==> src/rtl/rvc_lsu_5pl.sv <==
// Load/store unit: turns one MEM-stage load/store into one or two word-aligned memory beats,
// then merges, aligns and extends the returned load data into a single response pulse.
module rvc_lsu_5pl #(
  parameter logic [31:0] ADDR_LO     = 32'h0000_1000,
  parameter logic [31:0] ADDR_HI     = 32'h0000_1FFF,
  parameter bit          SPLIT_EN    = 1'b1,
  parameter int unsigned RSP_TIMEOUT = 16
) (
  input  logic        Clock,
  input  logic        Rst,
  input  logic        LsuReqValid,
  output logic        LsuReqReady,
  input  logic        LsuReqWr,
  input  logic [2:0]  LsuReqFunct3,
  input  logic [31:0] LsuReqAddr,
  input  logic [31:0] LsuReqWrData,
  output logic        LsuRspValid,
  output logic        LsuRspErr,
  output logic [31:0] LsuRspData,
  output logic        MemReqValid,
  input  logic        MemReqReady,
  output logic [31:0] MemReqAddr,
  output logic        MemReqWrEn,
  output logic [3:0]  MemReqByteEn,
  output logic [31:0] MemReqWrData,
  input  logic        MemRspValid,
  input  logic [31:0] MemRspData
);

  localparam int unsigned   CW       = $clog2(RSP_TIMEOUT + 1);
  localparam logic [CW-1:0] CNT_LAST = CW'(RSP_TIMEOUT - 1);

  typedef enum logic [2:0] {
    S_IDLE  = 3'd0,
    S_REQ0  = 3'd1,
    S_WAIT0 = 3'd2,
    S_REQ1  = 3'd3,
    S_WAIT1 = 3'd4,
    S_RESP  = 3'd5
  } state_t;

  state_t        r_state;
  logic          r_wr;
  logic [2:0]    r_f3;
  logic [1:0]    r_off;
  logic          r_split;
  logic [3:0]    r_be_hi;
  logic [31:0]   r_wd_hi;
  logic [31:0]   r_word;
  logic [63:0]   r_buf;
  logic [CW-1:0] r_cnt;

  logic [3:0]  w_lanes;
  logic [2:0]  w_nb;
  logic [7:0]  w_mask8;
  logic [32:0] w_last;
  logic [63:0] w_wd64;
  logic        w_err;
  logic [63:0] w_buf_nxt;
  logic [31:0] w_raw;
  logic [31:0] w_ld_data;

  function automatic logic [31:0] ld_extend(input logic [31:0] raw, input logic [2:0] f3);
    logic [31:0] res;
    case (f3[1:0])
      2'd0:    res = {{24{~f3[2] & raw[7]}}, raw[7:0]};
      2'd1:    res = {{16{~f3[2] & raw[15]}}, raw[15:0]};
      default: res = raw;
    endcase
    return res;
  endfunction

  // Decode the incoming request: lane mask over two words, last byte, legality.
  always_comb begin
    w_lanes = 4'b1111;
    w_nb    = 3'd4;
    case (LsuReqFunct3[1:0])
      2'd0:    begin w_lanes = 4'b0001; w_nb = 3'd1; end
      2'd1:    begin w_lanes = 4'b0011; w_nb = 3'd2; end
      2'd2:    begin w_lanes = 4'b1111; w_nb = 3'd4; end
      default: begin w_lanes = 4'b1111; w_nb = 3'd4; end
    endcase
    w_mask8 = {4'b0000, w_lanes} << LsuReqAddr[1:0];
    w_last  = {1'b0, LsuReqAddr} + {30'd0, w_nb} - 33'd1;
    w_wd64  = {32'd0, LsuReqWrData} << {LsuReqAddr[1:0], 3'b000};
    w_err   = (LsuReqFunct3[1:0] == 2'd3) || (LsuReqWr && LsuReqFunct3[2]) ||
              (LsuReqAddr < ADDR_LO) || (w_last > {1'b0, ADDR_HI}) ||
              ((w_mask8[7:4] != 4'b0000) && !SPLIT_EN);
  end

  // Merge the arriving read word into its half of the buffer, then align and extend.
  always_comb begin
    w_buf_nxt = r_buf;
    if (r_state == S_WAIT1) begin
      w_buf_nxt = {MemRspData, r_buf[31:0]};
    end else begin
      w_buf_nxt = {r_buf[63:32], MemRspData};
    end
    w_raw     = 32'(w_buf_nxt >> {r_off, 3'b000});
    w_ld_data = ld_extend(w_raw, r_f3);
  end

  // Transaction FSM; every port output is a register written here.
  always_ff @(posedge Clock) begin
    if (Rst) begin
      r_state      <= S_IDLE;
      r_wr         <= 1'b0;
      r_f3         <= 3'd0;
      r_off        <= 2'd0;
      r_split      <= 1'b0;
      r_be_hi      <= 4'd0;
      r_wd_hi      <= 32'd0;
      r_word       <= 32'd0;
      r_buf        <= 64'd0;
      r_cnt        <= '0;
      LsuReqReady  <= 1'b1;
      LsuRspValid  <= 1'b0;
      LsuRspErr    <= 1'b0;
      LsuRspData   <= 32'd0;
      MemReqValid  <= 1'b0;
      MemReqAddr   <= 32'd0;
      MemReqWrEn   <= 1'b0;
      MemReqByteEn <= 4'd0;
      MemReqWrData <= 32'd0;
    end else begin
      case (r_state)
        S_IDLE: begin
          if (LsuReqValid) begin
            r_wr        <= LsuReqWr;
            r_f3        <= LsuReqFunct3;
            r_off       <= LsuReqAddr[1:0];
            r_split     <= (w_mask8[7:4] != 4'b0000);
            r_be_hi     <= w_mask8[7:4];
            r_wd_hi     <= w_wd64[63:32];
            r_word      <= {LsuReqAddr[31:2], 2'b00};
            r_buf       <= 64'd0;
            LsuReqReady <= 1'b0;
            if (w_err) begin
              r_state     <= S_RESP;
              LsuRspValid <= 1'b1;
              LsuRspErr   <= 1'b1;
              LsuRspData  <= 32'd0;
            end else begin
              r_state      <= S_REQ0;
              MemReqValid  <= 1'b1;
              MemReqAddr   <= {LsuReqAddr[31:2], 2'b00};
              MemReqWrEn   <= LsuReqWr;
              MemReqByteEn <= w_mask8[3:0];
              MemReqWrData <= w_wd64[31:0];
            end
          end
        end
        S_REQ0: begin
          if (MemReqReady) begin
            if (r_wr && r_split) begin
              r_state      <= S_REQ1;
              MemReqAddr   <= r_word + 32'd4;
              MemReqByteEn <= r_be_hi;
              MemReqWrData <= r_wd_hi;
            end else begin
              MemReqValid  <= 1'b0;
              MemReqAddr   <= 32'd0;
              MemReqWrEn   <= 1'b0;
              MemReqByteEn <= 4'd0;
              MemReqWrData <= 32'd0;
              r_cnt        <= '0;
              if (r_wr) begin
                r_state     <= S_RESP;
                LsuRspValid <= 1'b1;
                LsuRspErr   <= 1'b0;
                LsuRspData  <= 32'd0;
              end else begin
                r_state <= S_WAIT0;
              end
            end
          end
        end
        S_WAIT0, S_WAIT1: begin
          if (MemRspValid) begin
            r_buf <= w_buf_nxt;
            if ((r_state == S_WAIT0) && r_split) begin
              r_state      <= S_REQ1;
              MemReqValid  <= 1'b1;
              MemReqAddr   <= r_word + 32'd4;
              MemReqWrEn   <= 1'b0;
              MemReqByteEn <= r_be_hi;
              MemReqWrData <= r_wd_hi;
            end else begin
              r_state     <= S_RESP;
              LsuRspValid <= 1'b1;
              LsuRspErr   <= 1'b0;
              LsuRspData  <= w_ld_data;
            end
          end else if (r_cnt == CNT_LAST) begin
            r_state     <= S_RESP;
            LsuRspValid <= 1'b1;
            LsuRspErr   <= 1'b1;
            LsuRspData  <= 32'd0;
          end else begin
            r_cnt <= r_cnt + CW'(1);
          end
        end
        S_REQ1: begin
          if (MemReqReady) begin
            MemReqValid  <= 1'b0;
            MemReqAddr   <= 32'd0;
            MemReqWrEn   <= 1'b0;
            MemReqByteEn <= 4'd0;
            MemReqWrData <= 32'd0;
            r_cnt        <= '0;
            if (r_wr) begin
              r_state     <= S_RESP;
              LsuRspValid <= 1'b1;
              LsuRspErr   <= 1'b0;
              LsuRspData  <= 32'd0;
            end else begin
              r_state <= S_WAIT1;
            end
          end
        end
        S_RESP: begin
          r_state     <= S_IDLE;
          LsuReqReady <= 1'b1;
          LsuRspValid <= 1'b0;
          LsuRspErr   <= 1'b0;
          LsuRspData  <= 32'd0;
        end
        default: begin
          r_state      <= S_IDLE;
          LsuReqReady  <= 1'b1;
          LsuRspValid  <= 1'b0;
          LsuRspErr    <= 1'b0;
          LsuRspData   <= 32'd0;
          MemReqValid  <= 1'b0;
          MemReqAddr   <= 32'd0;
          MemReqWrEn   <= 1'b0;
          MemReqByteEn <= 4'd0;
          MemReqWrData <= 32'd0;
        end
      endcase
    end
  end

endmodule

==> config.mk <==
export PLATFORM = sky130hd
export DESIGN_NAME = rvc_lsu_5pl
export DESIGN_NICKNAME = d
export VERILOG_FILES = /design/src/rtl/rvc_lsu_5pl.sv
export SDC_FILE = /design/constraint.sdc
export NUM_CORES = 1
export LEC_CHECK = 0
export BUFFER_PORTS_ARGS = -buffer_cell sky130_fd_sc_hd__buf_2
export CELL_PAD_IN_SITES_DETAIL_PLACEMENT = 0
export CELL_PAD_IN_SITES_GLOBAL_PLACEMENT = 1
export CORE_UTILIZATION = 43
export DETAILED_ROUTE_END_ITERATION = 7
export GPL_ROUTABILITY_DRIVEN = 0
export HOLD_SLACK_MARGIN = 0.08
export PLACE_DENSITY_LB_ADDON = 0.1
export SLEW_MARGIN = 0
export SYNTH_ARGS = -nofsm -noshare
export SYNTH_HDL_FRONTEND = slang
export SYNTH_SLANG_ARGS = --single-unit
==> constraint.sdc <==
create_clock -name Clock -period 5.5 [get_ports Clock]
set_input_delay 1.1 -clock Clock [delete_from_list [all_inputs] [get_ports Clock]]
set_output_delay 1.1 -clock Clock [all_outputs]
set_load 0.02 [all_outputs]
==> results of run 1 <==
[flip-flops by register name, summed over array words and instances, names as in the netlist]
| register | cells |
|---|---|
| LsuReqReady | 1 |
| LsuRspData | 32 |
| LsuRspErr | 1 |
| LsuRspValid | 1 |
| MemReqAddr | 30 |
| MemReqByteEn | 4 |
| MemReqValid | 1 |
| MemReqWrData | 32 |
| MemReqWrEn | 1 |
| r_be_hi | 3 |
| r_buf | 56 |
| r_cnt | 5 |
| r_f3 | 3 |
| r_off | 2 |
| r_split | 1 |
| r_state | 3 |
| r_wd_hi | 24 |
| r_word | 30 |
| r_wr | 1 |
[synth_stat cells, drive strengths merged, types with 6 or more instances]
cell	instances
dfxtp	231
a21oi	219
nand2	176
nor2	139
clkbuf	105
mux2i	81
a22oi	74
inv	62
ha	50
o21ai	48
nand3	42
a211oi	40
mux2	40
nor3	36
a311oi	35
nor2b	30
buf	27
a221oi	25
mux4	24
xnor2	22
and2	14
and3	14
o211ai	14
nand2b	12
nand4	11
o21a	10
o221ai	10
xor2	10
o41ai	8
nor4	7
a31oi	6
or3	6
[area by class of cell]
cell class | instances | area [um2] | share of cell area [%]
Sequential cell | 231 | 4630 | 28.6
Antenna cell | 1 | 2.50 | 0.0155
Clock inverter | 4 | 60.1 | 0.371
Inverter | 64 | 240 | 1.48
Multi-Input combinational cell | 1276 | 8660 | 53.5
Clock buffer | 44 | 800 | 4.94
Tap cell | 435 | 544 | 3.36
Timing Repair Buffer | 233 | 1260 | 7.80
[worst paths after layout]
path / to / depth (start not counted) / slack (ns) / startpoint
setup / recovery: MemReqAddr[10] / 19 / 0.69 / LsuReqFunct3[1]
hold / removal: r_wd_hi[18] / 2 / 0.45 / r_wd_hi[18]
setup reg to reg: LsuRspData[11] / 9 / 1.66 / r_state[2]
hold reg to reg: r_wd_hi[18] / 2 / 0.45 / r_wd_hi[18]
[power groups by stage]
stage	sequential (W)	clock, W	combinational, W
final	0.00233	0.00175	0.00399
after global routing	0.00238	0.00186	0.00432
after detailed placement	0.00236	0	0.00396
after global placement	0.00236	0	0.00393
after floorplan	0.00257	0	0.00254
after CTS	0.00233	0.00179	0.00396
[layer usage]
| layer | vias up | global-route usage, % | wire, um |
|---|---|---|---|
| met3 | 74 | 4.77 | 3620 |
| met5 | - | 0 | 13 |
| met1 | 6467 | 38.8 | 21600 |
| met4 | 2 | 7.50 | 1090 |
| met2 | 516 | 41.7 | 20200 |
| li1 | 6527 | - | - |
[metrics by stage]
step	worst slack (ns)	cells	area, um2	hold WS (ns)
after global placement	0.268	2239	15300	0.440
after detailed placement	0.199	2239	15300	0.444
final	0.690	2288	16200	0.451
after floorplan	0.677	1703	14000	0.432
after CTS	0.762	2287	16200	0.452
after global routing	0.343	2287	16200	0.467
[cell families (layout without fill, tap and decap cells)]
kind of cell | after synthesis | count (layout) | share of synthesized area, %
XOR/XNOR | 32 | 32 | 2.00
AO/OA/AOI/OAI | 528 | 528 | 24.6
buffers and inverters | 196 | 345 | 5.57
other | 1 | 3 | 0.0268
adder cells (fa/ha/maj) | 52 | 52 | 4.68
multiplexers | 145 | 145 | 12.9
AND/OR/NAND/NOR | 517 | 517 | 17.3
flip-flops | 231 | 231 | 33.0
[critical path, stage by stage]
cell       delay [ns]
buf_2            0.16
inv_1            0.11
nand2_1          0.06
ha_1             0.26
inv_1            0.04
ha_1             0.24
fa_1             0.38
a211oi_1         0.35
o211ai_1         0.13
a21o_1           0.22
o21ai_0          0.23
o2111ai_1        0.18
nor4_1           0.37
nand4_1          0.19
buf_4            0.19
o21ai_4          0.22
buf_12           0.38
a21oi_1          0.14
a211oi_1         0.26
==> run metrics, run 1 <==
TritonCTS Sinks 231; Core ar. 31800 um2; Async SR Flop Fraction 0%; Post-synth EDFFs 0; vias in the first global route 12500; DP Wirelength 33.5 mm; vias 13600; sequential area share after synthesis 33.0%; CP Capture Type flop; largest area contributor in the netlist dfxtp_1; PnR Total Power 0.00807 W; post-route antenna net violation count 0; H-Tree Depth 1; instance count of the mapped netlist 1702; TritonCTS clock tree built; worst-margin pin slew 1.16 ns; post_cts resized 0; Seq cells post-synth 231; critical path class input pin to flop; io pins 210; Critical Path AT 5.27 ns; Crit path required time 5.96 ns; main area contributors after synthesis dfxtp_1 33%, a21oi_1 7.8%, mux2i_1 5.8%; Pre-antenna DRT Iters 6; Comb power frac 49.4%; first-pass GRT wire length 71.6 mm; Clock power frac 21.7%; Die Y 183 um; cts hold-fix bufs 0; WL/cell 20.4 um; Initial Utilization 44.1%; post-synthesis instance area 14000 um2; cts bufs inserted 27; PortBufs 207; status complete, no violations; maxcap violations 0; fin util 50.9%; Total GRT Usage 27.2%; die area 33300 um2; clk root buf clkbuf_16; area grow syn2layout 15.6%; fin crit share 87.5%; Final Hold Fails 0; worst skew pair latency 0.56 ns; initial antenna violation count 1; Clock transition at path regs 0.06 ns; worst relative slew slack 22.2%; sw frac 45.2%; Starting DRT DRC Count 1273; Net Switching 0.00365 W; sequential cell fraction of total power 28.9%; synth warn 0; unrepaired setup endpoints after global routing no; final worst path period need 4.81 ns; residual DRC count 0; most frequent cells in the layout 230 x dfxtp_1, 219 x a21oi_1, 206 x buf_2, 175 x nand2_1, 137 x nor2_1; Hold Path Class flop to flop; VDD IR max 0.400 mV; std cell rows 65; top_reg_cell synth dfxtp_1; Final #Nets 1989; critical path launch point type input pin; die width 183 um; fillcell total 3142; max frequency 0.208 GHz; skew final 0.0154 ns; vias per cell 5.94; PD cells 498 nW/um2; Slew Viols, Final 0; P_int 0.00442 W; layout cell share with drive strength beyond 1 18.0%; share of the synthesized area in the top cell type 33.0%; synth unique cells 77; LEAKAGE 6.36 nW; largest net degree at the start of global routing 107; Crit Path Max Fanout 106; post-CTS setup buffers 0; global route overflow 0; commonest non-fill, non-tap cell in the layout dfxtp_1; final setup fails 0; Max Root-Sink Buffers 3; final wirelength 46.6 mm; Mean Syn Cell Area 8.23 um2; Setup TNS Final 0 ns
Power figures use the tool's default switching activity.
==> inputs of run 2 (changes only) <==
Settings changed: BUFFER_PORTS_ARGS -buffer_cell sky130_fd_sc_hd__buf_2 to -buffer_cell sky130_fd_sc_hd__clkbuf_2.
==> run 2 against run 1 <==
Largest power group unchanged. Core utilization increased by 0.31 points. First-iteration DRC count increased by 2.3%. Combinational power about the same. Global-route usage increased by 0.29 points. Power increased by 1.9%. Non-clock buffer count decreased by 2. Routed wire length increased by 0.35%. Die area unchanged. Critical endpoint is now MemReqAddr[14]. Register-to-register slack got worse by 0.13 ns. Critical path depth decreased by 4.
==> run metrics, run 2 (synthesized netlist as in run 1, its figures left out) <==
largest net degree at the start of global routing 121; std cell rows 65; internal reg-to-reg setup slack 1.53 ns; Reg with most FFs r_buf; Worst Reg-to-Reg Cells 7; commonest non-fill, non-tap cell in the layout dfxtp_1; Comb power frac 48.1%; slowest stage cell, crit path a2111oi_0; Final #Nets 1987; maxcap violations 0; Hold Path Class flop to flop; Setup TNS Final 0 ns; Core ar. 31800 um2; post_cts resized 0; Clock power frac 23.4%; DP Wirelength 33.5 mm; met3 GRT Util 4.35%; TritonCTS Sinks 231; hold wc startpoint r_wd_hi[9]; LEAKAGE 6.35 nW; H-Tree Depth 1; max reg flops 56; Net Switching 0.00367 W; Max Root-Sink Buffers 3; max frequency 0.211 GHz; area grow syn2layout 16.2%; top flop regs r_buf x56, LsuRspData x32, MemReqWrData x32; vias per cell 5.91; Crit Path Max Fanout 106; fin crit share 86.3%; worst-margin pin slew 1.14 ns; Crit path top cell by count a21oi_1; met1 usage 39.9%; Initial Utilization 44.1%; Total GRT Usage 27.4%; Pre-antenna DRT Iters 6; worst relative slew slack 23.5%; io pins 210; Starting DRT DRC Count 1302; R2R Path Start r_state[2]; TritonCTS clock tree built; Critical Path AT 5.20 ns; Worst setup startpoint LsuReqAddr[14]; final worst path period need 4.75 ns; cts bufs inserted 27; Slew Viols, Final 0; die width 183 um; Clock transition at path regs 0.06 ns; hold depth 2; PD cells 505 nW/um2; critical path class input pin to flop; unrepaired setup endpoints after global routing no; Crit path required time 5.95 ns; initial antenna violation count 4; post-route antenna net violation count 0; r2r endpoint LsuRspData[8]; global route overflow 0; final hold slack 0.451 ns; status complete, no violations; Top Usage Layer GRT met2; GR Util met2 41.7%; first-pass GRT wire length 72.4 mm; CP Buf/Inv Count 4; worst skew pair latency 0.55 ns; VDD IR max 0.337 mV; clk root buf clkbuf_16; critical path launch point type input pin; Worst Hold End r_wd_hi[9]; residual DRC count 0; die area 33300 um2; final wirelength 46.7 mm; CP Capture Type flop; WL/cell 20.4 um; sequential cell fraction of total power 28.5%; vias in the first global route 12500; final setup fails 0; crit-path max cell delay 0.69 ns; post-CTS setup buffers 0; vias 13500; PortBufs 207; P_int 0.00455 W; CP top delay family compound AO/OA/AOI/OAI gates; skew final 0.0156 ns; fillcell total 3115; sw frac 44.6%; cts hold-fix bufs 0; Final Hold Fails 0; most frequent cells in the layout 230 x dfxtp_1, 219 x a21oi_1, 206 x clkbuf_2, 175 x nand2_1, 137 x nor2_1; layout cell share with drive strength beyond 1 18.5%; CP Cell Sequence clkbuf_2 -> inv_1 -> ha_1 -> a21oi_1 -> o22ai_1 -> a2111oi_0 -> nor4b_1 -> o2111ai_1 -> and4b_1 -> nand4_1 -> buf_4 -> o21ai_4 -> buf_12 -> a21oi_1 -> a311oi_1; Die Y 183 um
[run 2: worst register-to-register path, delay by kind of cell (launching register included)]
kind	cells	cell delay, ns
mux	3	0.97
simple gates	2	1.42
compound gates	1	0.28
buf+inv	1	0.50
flops	1	0.73
[run 2: per-layer routing]
| layer | routed length (um) | vias up | part of all wire (%) |
|---|---|---|---|
| li1 | - | 6546 | - |
| met1 | 21900 | 6420 | 47 |
| met2 | 20200 | 478 | 43 |
| met3 | 3430 | 75 | 7.3 |
| met4 | 1120 | 6 | 2.4 |
| met5 | 36 | - | 0.077 |
[run 2: stage by stage]
step                      setup WS, ns  cells  util, %  cell area (um2)  power [W]
after detailed placement         0.246   2237     48.2            15300    0.00631
after global placement           0.302   2237     48.2            15300    0.00628
after global routing             0.431   2287     51.2            16300    0.00872
after CTS                        0.788   2286     51.2            16300    0.00824
final                            0.753   2287     51.2            16300    0.00822
after floorplan                  0.677   1703        -            14000    0.00511
[run 2: power groups by stage]
| stage | Clock [W] | Sequential [W] | Combinational [W] |
|---|---|---|---|
| after floorplan | 0 | 0.00257 | 0.00254 |
| after detailed placement | 0 | 0.00237 | 0.00393 |
| after CTS | 0.00196 | 0.00234 | 0.00395 |
| final | 0.00192 | 0.00234 | 0.00396 |
| after global routing | 0.00203 | 0.00239 | 0.00431 |
| after global placement | 0 | 0.00237 | 0.00391 |
[run 2: worst max path at each step]
stage	depth (start not counted)	slack [ns]	endpoint
after floorplan	18	0.68	LsuRspData[28]
after global placement	17	0.30	LsuRspData[16]
after detailed placement	17	0.25	LsuRspData[24]
after CTS	17	0.79	LsuRspData[24]
after global routing	19	0.43	MemReqAddr[17]
final	15	0.75	MemReqAddr[14]
[run 2: area by class of cell]
cell class,count,area [um2],share of cell area [%]
Tap cell,435,544,3.34
Clock buffer,39,821,5.04
Clock inverter,10,146,0.899
Sequential cell,231,4630,28.4
Timing Repair Buffer,231,1250,7.66
Antenna cell,1,2.50,0.0154
Multi-Input combinational cell,1276,8660,53.2
Inverter,64,240,1.47
==> inputs of run 3 (changes only) <==
Settings changed: HOLD_SLACK_MARGIN 0.08 to not set, MAX_ROUTING_LAYER set to met4, RECOVER_POWER set to 50.
==> run 3 against run 2 <==
Routed wire length is 0.11% higher. Non-clock buffer count is the same. First-iteration DRC count shrank 8.0%. Critical path depth increased by 3. Power down 0.72%. Core utilization down 0.41 points. The run now ends with capacitance limit, slew limit left. Hold slack about the same. Clock power barely moved.
==> run metrics, run 3 (synthesized netlist as in run 1, its figures left out) <==
status finished with violations; violated checks capacitance limit, slew limit; P_int 0.00449 W; worst skew pair latency 0.55 ns; die width 183 um; WL/cell 20.4 um; CP Cell Sequence clkbuf_2 -> buf_4 -> or2_2 -> ha_1 -> inv_1 -> ha_1 -> a211oi_1 -> o21ai_0 -> nand2b_1 -> a2111o_1 -> a32o_1 -> nor4_1 -> nand4_1 -> buf_4 -> o21ai_4 -> buf_12 -> a21oi_1 -> a311oi_1; global route overflow 0; fin area 16200 um2; final wirelength 46.8 mm; post-route antenna net violation count 0; PortBufs 207; vias in the first global route 12500; Clock transition at path regs 0.06 ns; maxcap violations 2; Core ar. 31800 um2; final worst path period need 4.75 ns; Net Switching 0.00367 W; unrepaired setup endpoints after global routing no; Hold Path Class flop to flop; clk root buf clkbuf_16; area grow syn2layout 15.3%; worst relative slew slack -74.1%; Setup TNS Final 0 ns; Initial Utilization 44.1%; post_cts resized 0; largest net degree at the start of global routing 121; Max Root-Sink Buffers 3; worst-margin pin slew 2.61 ns; Area after DPL 15300 um2; slowest stage cell, crit path a2111o_1; Critical Path AT 5.16 ns; TritonCTS Sinks 231; Slew Viols, Final 210; vias 13500; cts hold-fix bufs 0; register area 4630 um2; cts bufs inserted 27; Multi-input gate area 8660 um2; vias per cell 5.88; initial antenna violation count 4; crit-path max cell delay 0.46 ns; Worst Reg-to-Reg Cells 7; DP Wirelength 33.5 mm; Clock power frac 23.5%; Starting DRT DRC Count 1198; top flop regs r_buf x56, LsuRspData x32, MemReqWrData x32; Final Hold Fails 0; first-pass GRT wire length 72.5 mm; critical path class input pin to flop; std cell rows 65; LEAKAGE 6.00 nW; PD cells 505 nW/um2; Comb power frac 47.8%; layout cell share with drive strength beyond 1 12.9%; Crit path required time 5.91 ns; post-CTS setup buffers 0; die area 33300 um2; critical path launch point type input pin; commonest non-fill, non-tap cell in the layout dfxtp_1; final setup fails 0; CP Capture Type flop; TritonCTS clock tree built; Pre-antenna DRT Iters 6; H-Tree Depth 1; fillcell total 3174; most frequent cells in the layout 230 x dfxtp_1, 219 x a21oi_1, 175 x nand2_1, 137 x nor2_1; sw frac 45.0%; skew final 0.0169 ns; Crit Path Max Fanout 106; io pins 210; Die Y 183 um; residual DRC count 0; Reg with most FFs r_buf; sequential cell fraction of total power 28.7%; Final #Nets 1987; max reg flops 56; VDD IR max 0.339 mV; Total GRT Usage 28.3%; final hold slack 0.451 ns; max frequency 0.211 GHz; fin crit share 86.3%; hold depth 2; internal reg-to-reg setup slack 1.52 ns
-- run 3: power by group through the flow --
stage          Combinational (W)  Clock, W  Sequential, W
2_1_floorplan            0.00254         0        0.00257
3_3_place_gp             0.00391         0        0.00237
3_5_place_dp             0.00393         0        0.00237
4_1_cts                  0.00395   0.00196        0.00234
5_1_grt                  0.00425   0.00202        0.00239
6_report                 0.00390   0.00192        0.00234
-- run 3: area by class of cell --
cell class	instances	share of cell area (%)
sequential	231	28.6
tap	435	3.37
antenna	4	0.0619
inverter	64	1.49
multi-input combinational	1276	53.6
clock buffer	39	5.08
timing repair buffer	231	6.87
clock inverter	10	0.906
-- run 3: final timing paths --
check	from	to
max	LsuReqFunct3[1]	MemReqWrData[7]
min	r_wd_hi[9]	r_wd_hi[9]
max reg2reg	r_state[2]	LsuRspData[8]
min reg2reg	r_wd_hi[9]	r_wd_hi[9]
-- run 3: worst max-delay path: cells and delay by family --
family,cells,cell delay [ns]
compound gates,7,1.69
fa+ha+maj,2,0.45
buf+inv,5,0.87
simple gates,4,0.99
-- run 3: layer usage --
metal	GRT usage (%)	vias to the layer above	wire length (um)
met3	4.23	65	3260
met2	41.7	440	20300
met1	40.0	6425	22200
met5	-	-	0
met4	7.50	0	1070
li1	-	6531	-
-- run 3: through the flow --
step	total power, W	setup slack (ns)	std cells	util, %
2_1_floorplan	0.00511	0.677	1703	-
3_5_place_dp	0.00631	0.246	2237	48.2
5_1_grt	0.00866	0.394	2290	50.8
4_1_cts	0.00824	0.788	2286	51.2
6_report	0.00816	0.753	2290	50.8
3_3_place_gp	0.00628	0.302	2237	48.2
